`config.mk`:
```
export PLATFORM = sky130hd
export DESIGN_NAME = div_unit_ctrl
export DESIGN_NICKNAME = d
export VERILOG_FILES = /design/src/rtl/div_unit_ctrl.sv
export SDC_FILE = /design/constraint.sdc
export NUM_CORES = 1
export LEC_CHECK = 0
export CORE_MARGIN = 2
export CORE_UTILIZATION = 60
export DETAILED_ROUTE_END_ITERATION = 8
export DONT_BUFFER_PORTS = 1
export PLACE_DENSITY = 0.81
export SLEW_MARGIN = 5
export SYNTH_ARGS = -nofsm -noshare
export SYNTH_HDL_FRONTEND = slang
export SYNTH_SLANG_ARGS = --single-unit
```
`constraint.sdc`:
```
create_clock -name CLK -period 5.1 [get_ports CLK]
set_input_delay 0.765 -clock CLK [delete_from_list [all_inputs] [get_ports CLK]]
set_output_delay 0.765 -clock CLK [all_outputs]
set_load 0.005 [all_outputs]
```
`src/rtl/div_unit_ctrl.sv`:
```
// ---------------------------------------------------------------------------
// div_unit_ctrl
// Multi-cycle sequencer for the RISC-V M-extension divide/remainder ops
// (DIV, DIVU, REM, REMU) in the EX stage. It uses a radix-2 restoring
// shift-subtract datapath that produces one quotient bit per cycle.
// Divide-by-zero and signed overflow take a fast path.
//
// Optional feature: define DIV_EARLY_OUT_EN so that any op with
// |op_a| < |op_b| skips the iteration and goes straight to the sign fix.
//
// Ports:
//   CLK     in   clock, rising edge
//   RESET   in   synchronous active-high reset
//   start   in   request a divide-class op (sampled in IDLE/DONE)
//   funct3  in   100=DIV 101=DIVU 110=REM 111=REMU; funct3[2]=0 ignored
//   op_a    in   dividend, captured on accept
//   op_b    in   divisor, captured on accept
//   flush   in   abort in-flight op
//   stall   out  freeze front-end pipeline registers
//   busy    out  high while iterating or fixing signs
//   done    out  one-cycle result-valid pulse
//   result  out  quotient/remainder, held until the next completion
// ---------------------------------------------------------------------------
module div_unit_ctrl #(
  parameter int WIDTH = 32
) (
  input  logic             CLK,
  input  logic             RESET,
  input  logic             start,
  input  logic [2:0]       funct3,
  input  logic [WIDTH-1:0] op_a,
  input  logic [WIDTH-1:0] op_b,
  input  logic             flush,
  output logic             stall,
  output logic             busy,
  output logic             done,
  output logic [WIDTH-1:0] result
);

  localparam logic [1:0] S_IDLE = 2'd0;
  localparam logic [1:0] S_CALC = 2'd1;
  localparam logic [1:0] S_FIX  = 2'd2;
  localparam logic [1:0] S_DONE = 2'd3;

  localparam logic [5:0]       CNT_LAST = 6'(WIDTH - 1);
  localparam logic [WIDTH-1:0] ALL_ONE  = {WIDTH{1'b1}};
  localparam logic [WIDTH-1:0] ALL_ZERO = {WIDTH{1'b0}};
  localparam logic [WIDTH-1:0] MIN_NEG  = {1'b1, {(WIDTH-1){1'b0}}};

  logic [1:0]       r_state;
  logic [5:0]       r_cnt;
  logic [WIDTH-1:0] r_rem;
  logic [WIDTH-1:0] r_quo;     // dividend shifts out of the top, quotient in at the bottom
  logic [WIDTH-1:0] r_div;     // divisor magnitude
  logic             r_neg_q;
  logic             r_neg_r;
  logic             r_sel_rem;
  logic             r_busy;
  logic             r_done;
  logic [WIDTH-1:0] r_result;

  logic [1:0]       w_next;
  logic             w_accept;
  logic             w_signed;
  logic             w_a_neg;
  logic             w_b_neg;
  logic [WIDTH-1:0] w_a_mag;
  logic [WIDTH-1:0] w_b_mag;
  logic             w_div0;
  logic             w_ovf;
  logic             w_early;
  logic [WIDTH:0]   w_rem_shift;
  logic             w_q_bit;
  logic [WIDTH-1:0] w_sub;
  logic [WIDTH-1:0] w_rem_next;
  logic [WIDTH-1:0] w_q_fix;
  logic [WIDTH-1:0] w_r_fix;

  assign w_accept = start & funct3[2] & ~flush &
                    ((r_state == S_IDLE) | (r_state == S_DONE));
  assign w_signed = ~funct3[0];
  assign w_a_neg  = w_signed & op_a[WIDTH-1];
  assign w_b_neg  = w_signed & op_b[WIDTH-1];
  assign w_a_mag  = w_a_neg ? -op_a : op_a;
  assign w_b_mag  = w_b_neg ? -op_b : op_b;
  assign w_div0   = (op_b == ALL_ZERO);
  assign w_ovf    = w_signed & (op_a == MIN_NEG) & (op_b == ALL_ONE);

`ifdef DIV_EARLY_OUT_EN
  assign w_early  = (w_a_mag < w_b_mag);
`else
  assign w_early  = 1'b0;
`endif

  // The shifted partial remainder keeps its top bit. A divisor magnitude of
  // 2^(WIDTH-1) or more can leave a remainder whose shift overflows WIDTH bits.
  // After the step the result is always below the divisor, so WIDTH bits of
  // the difference are enough.
  assign w_rem_shift = {r_rem, r_quo[WIDTH-1]};
  assign w_q_bit     = (w_rem_shift >= {1'b0, r_div});
  assign w_sub       = w_rem_shift[WIDTH-1:0] - r_div;
  assign w_rem_next  = w_q_bit ? w_sub : w_rem_shift[WIDTH-1:0];

  assign w_q_fix = r_neg_q ? -r_quo : r_quo;
  assign w_r_fix = r_neg_r ? -r_rem : r_rem;

  // Next-state selection for the sequencer
  always_comb begin
    w_next = r_state;
    case (r_state)
      S_IDLE, S_DONE: begin
        if (w_accept) begin
          if (w_div0 | w_ovf) begin
            w_next = S_DONE;
          end else if (w_early) begin
            w_next = S_FIX;
          end else begin
            w_next = S_CALC;
          end
        end else begin
          w_next = S_IDLE;
        end
      end
      S_CALC: begin
        if (flush) begin
          w_next = S_IDLE;
        end else if (r_cnt == 6'd0) begin
          w_next = S_FIX;
        end else begin
          w_next = S_CALC;
        end
      end
      S_FIX: begin
        if (flush) begin
          w_next = S_IDLE;
        end else begin
          w_next = S_DONE;
        end
      end
      default: w_next = S_IDLE;
    endcase
  end

  // State, datapath and registered outputs
  always_ff @(posedge CLK) begin
    if (RESET) begin
      r_state   <= S_IDLE;
      r_cnt     <= 6'd0;
      r_rem     <= ALL_ZERO;
      r_quo     <= ALL_ZERO;
      r_div     <= ALL_ZERO;
      r_neg_q   <= 1'b0;
      r_neg_r   <= 1'b0;
      r_sel_rem <= 1'b0;
      r_busy    <= 1'b0;
      r_done    <= 1'b0;
      r_result  <= ALL_ZERO;
    end else begin
      r_state <= w_next;
      r_busy  <= (w_next == S_CALC) | (w_next == S_FIX);
      r_done  <= (w_next == S_DONE);
      case (r_state)
        S_IDLE, S_DONE: begin
          if (w_accept) begin
            r_sel_rem <= funct3[1];
            r_neg_q   <= w_a_neg ^ w_b_neg;
            r_neg_r   <= w_a_neg;
            r_div     <= w_b_mag;
            r_cnt     <= CNT_LAST;
            if (w_div0) begin
              r_result <= funct3[1] ? op_a : ALL_ONE;
            end else if (w_ovf) begin
              r_result <= funct3[1] ? ALL_ZERO : MIN_NEG;
            end else if (w_early) begin
              r_quo <= ALL_ZERO;
              r_rem <= w_a_mag;
            end else begin
              r_quo <= w_a_mag;
              r_rem <= ALL_ZERO;
            end
          end
        end
        S_CALC: begin
          if (!flush) begin
            r_rem <= w_rem_next;
            r_quo <= {r_quo[WIDTH-2:0], w_q_bit};
            r_cnt <= r_cnt - 6'd1;
          end
        end
        S_FIX: begin
          if (!flush) begin
            r_result <= r_sel_rem ? w_r_fix : w_q_fix;
          end
        end
        default: begin
        end
      endcase
    end
  end

  // stall must cover the accept cycle itself, so it includes the live accept term
  assign stall  = r_busy | w_accept;
  assign busy   = r_busy;
  assign done   = r_done;
  assign result = r_result;

endmodule

```
==> results.ini <==
[status]
status=finished, final reports clean

[layout]
final_util_pct=64.95
final_nets=1543
diodes=0
seq_area_mm2=0.002823
fill_cells=1550
drive_gt1_share_pct=6.029
multi_input_area_mm2=0.007626
area_growth_pct=5.873

[logic_synthesis]
synth-edff-count=0
ys_seq_area_share_pct=25.53
syn_area_per_cell_um2=7.432
synth_cell_types=74
synth_nets=1601
synth_area_mm2=0.01106
syn_inst=1488
async_flop_share_pct=0
ys_ff_latch=141
yosys_warnings=0
synth_flop_cell=dfxtp_1

[sta]
final.period_utilization_pct=74.28
rsz0062_at_grt=false
worstMarginPinSlew_ns=1.040
finalHoldViolCount=0
setup_violations=0
slew_violations=0
min_period_ns=3.789
fin_ws_ns=1.311
fin_skew_ns=0.01359
tns_ns=0
max_freq_mhz=264.0
relSlewSlack_pct=30.56

[clock_network]
ctsHoldBuffers=0
htreeDepth=4
numCtsBuffers=17
cts_setup_buffers=0
cts_tree=built
path_clk_slew_ns=0.06
numClockSinks=141
cts_resized=0
ctsRootBufferMaster=clkbuf_16
clk-insertion-delay-late_ns=0.44
clock_path_buffers=2

[power]
power.switching_w=0.0008500
irDropWorstVdd_mv=0.2726
internal-power_w=0.002156
total_leakage_power_nw=4.340
p_seq_share_pct=38.5
swShare_pct=28.27
p_clk_share_pct=44.3
p_comb_share_pct=17.2
pwr_density_cell_mw_per_mm2=256.8

[global_route]
busiest_layer=met2
grtUsageMet3_pct=8.259
grt_pass1_vias=9826
antenna_found_initial=0
grt.total_usage_pct=31.99
grt_use_met1_pct=42.73
grt_start_max_net_pins=113
grt.overflow.total=0
gr-usage-met2_pct=50.89
grt_pass1_wl_um=50980

[worst_setup_path]
r2r_start=r_state[1]$_SDFF_PP0_
reg2reg_to=r_rem[30]$_SDFFE_PP0P_
arrival_ns=4.11
crit_fanout=14
critPathKind=in -> reg
r2r.worst_path.cells=9
r2r_slack_ns=1.77
end_kind=flop
cp.required_ns=5.42
critPathLaunchType=input port

[floorplanning]
start_util_pct=61.35
io_pins=106
dieWidth_um=139.8
rows=49
dieArea_mm2=0.01953
die_y_um=139.8
core-area_mm2=0.01802

[worst_hold_path]
whs_path_depth=1
hold_class=in -> reg
hold_path.startpoint=RESET
hold_path_end=r_div[24]$_SDFFE_PP0P_

[routing]
wire_per_inst_um=19.10
viasPerCell=6.512
drt-initial-drc-count=1045
drt_pass1_iterations=6
postRouteAntennaNets=0
remaining_drc_errors=0
routed_wl_um=31940
dr_total_vias=10890

[run]
drv_cap=0

[place]
place_ws_ns=1.099
hpwl_um=23130
routabilityCongestion=0.9299
portBuffers=0

[registers in the layout, summed over array words and instances, names as in the netlist]
name       cells
r_div         32
r_quo         32
r_rem         32
result        32
r_cnt          6
r_state        2
busy           1
done           1
r_neg_q        1
r_neg_r        1
r_sel_rem      1
[layout by cell type (no fill, tap or decap), drive strengths merged, types with 23 or more instances in the layout]
cell type and n:
nand2 200, o211ai 23, xor2 62, nor3 46
nor2 117, a21oi 115, o21ai 107, ha 41
dfxtp 141, a211oi 45, nand3 23, mux2i 25
xnor2 82, o31ai 26, nor2b 33, inv 66
[Yosys cell counts (5+ instances only)]
library cell  instances  area, um2
nand2_1             200      750.7
dfxtp_1             141       2823
nor2_1              116      435.4
a21oi_1             114      570.6
o21ai_0             105      525.5
xnor2_1              82      718.2
clkbuf_1             70      262.8
inv_1                64      240.2
xor2_1               62      543.0
a211oi_1             45      337.8
ha_1                 41      513.0
nor3_1               41      205.2
nor2b_1              33      206.5
mux2i_1              25      250.2
o31ai_1              25      187.7
nand3_1              23      115.1
o211ai_1             23      172.7
a21o_1               21      157.7
or3_1                20      125.1
nand2b_1             19      118.9
o41ai_1              16      140.1
or4_1                16      120.1
a31oi_1              15      93.84
buf_2                13      65.06
o311a_1              12      120.1
nand4_1              11      68.82
nor4_1               11      68.82
a311oi_1              9      78.83
or2_2                 8      50.05
a32oi_1               7      61.31
and3_1                7      43.79
a211o_1               6      52.55
a22oi_1               5      37.54
nor3_2                5      50.05
[worst max-delay path by stage]
stage	start	end	slack, ns	cells past startpoint
floorplan	op_b[0]	r_rem[21]$_SDFFE_PP0P_	2.05	11
detailed placement	op_a[0]	r_rem[25]$_SDFFE_PP0P_	1.10	11
global placement	op_a[0]	r_rem[25]$_SDFFE_PP0P_	1.14	11
CTS	op_a[0]	r_rem[25]$_SDFFE_PP0P_	1.47	11
finish	op_a[0]	r_rem[25]$_SDFFE_PP0P_	1.31	11
global route	op_a[0]	r_rem[25]$_SDFFE_PP0P_	1.21	11
[metal layers]
layer,wire [um],up-vias
met5,0,-
met4,827,0
met3,3018,80
met2,14650,530
met1,13450,5057
li1,-,5221
[stage by stage]
step           hold slack (ns)  power [W]  instances  cell area, um2
6_report                0.4314   0.003006       1672           11710
5_1_grt                 0.4012   0.003116       1672           11710
4_1_cts                 0.4068   0.003000       1672           11710
3_5_place_dp            0.4508   0.001686       1640           11080
3_3_place_gp            0.4342   0.001678       1640           11080
2_1_floorplan           0.4319   0.001595       1488           11060
[kinds of logic (layout without fill, tap and decap cells)]
| kind of cell | Yosys count | in the layout | synth area share, % |
|---|---|---|---|
| buf+inv | 155 | 110 | 5.714 |
| compound gates | 436 | 436 | 25.66 |
| mux | 25 | 25 | 2.263 |
| flops | 141 | 141 | 25.53 |
| fa+ha+maj | 42 | 42 | 4.820 |
| xor+xnor | 144 | 144 | 11.41 |
| simple gates | 545 | 545 | 24.61 |
[worst max-delay path, stage by stage]
cell and delay, ns:
inv_1 0.06, ha_1 0.21, or4b_1 0.51, nor3_1 0.61
nand3_1 0.24, o21ai_2 0.35, a21boi_0 0.32, nand2b_1 0.43
buf_4 0.27, a211oi_1 0.07, a211o_1 0.27
[area by class of cell]
cell class | instances | share of cell area [%]
Multi-Input combinational cell | 1192 | 65.14
Tap cell | 229 | 2.447
Clock buffer | 20 | 3.986
Timing Repair Buffer | 14 | 0.8977
Inverter | 64 | 2.052
Clock inverter | 12 | 1.368
Sequential cell | 141 | 24.11
[power groups by stage]
stage	clock network, W	registers [W]	logic, W
global placement	0	0.00118	0.000498
floorplan	0	0.00117	0.000423
global route	0.00139	0.00116	0.000566
CTS	0.00133	0.00116	0.000509
finish	0.00133	0.00116	0.000517
detailed placement	0	0.00118	0.000505
Power figures use the tool's default switching activity.
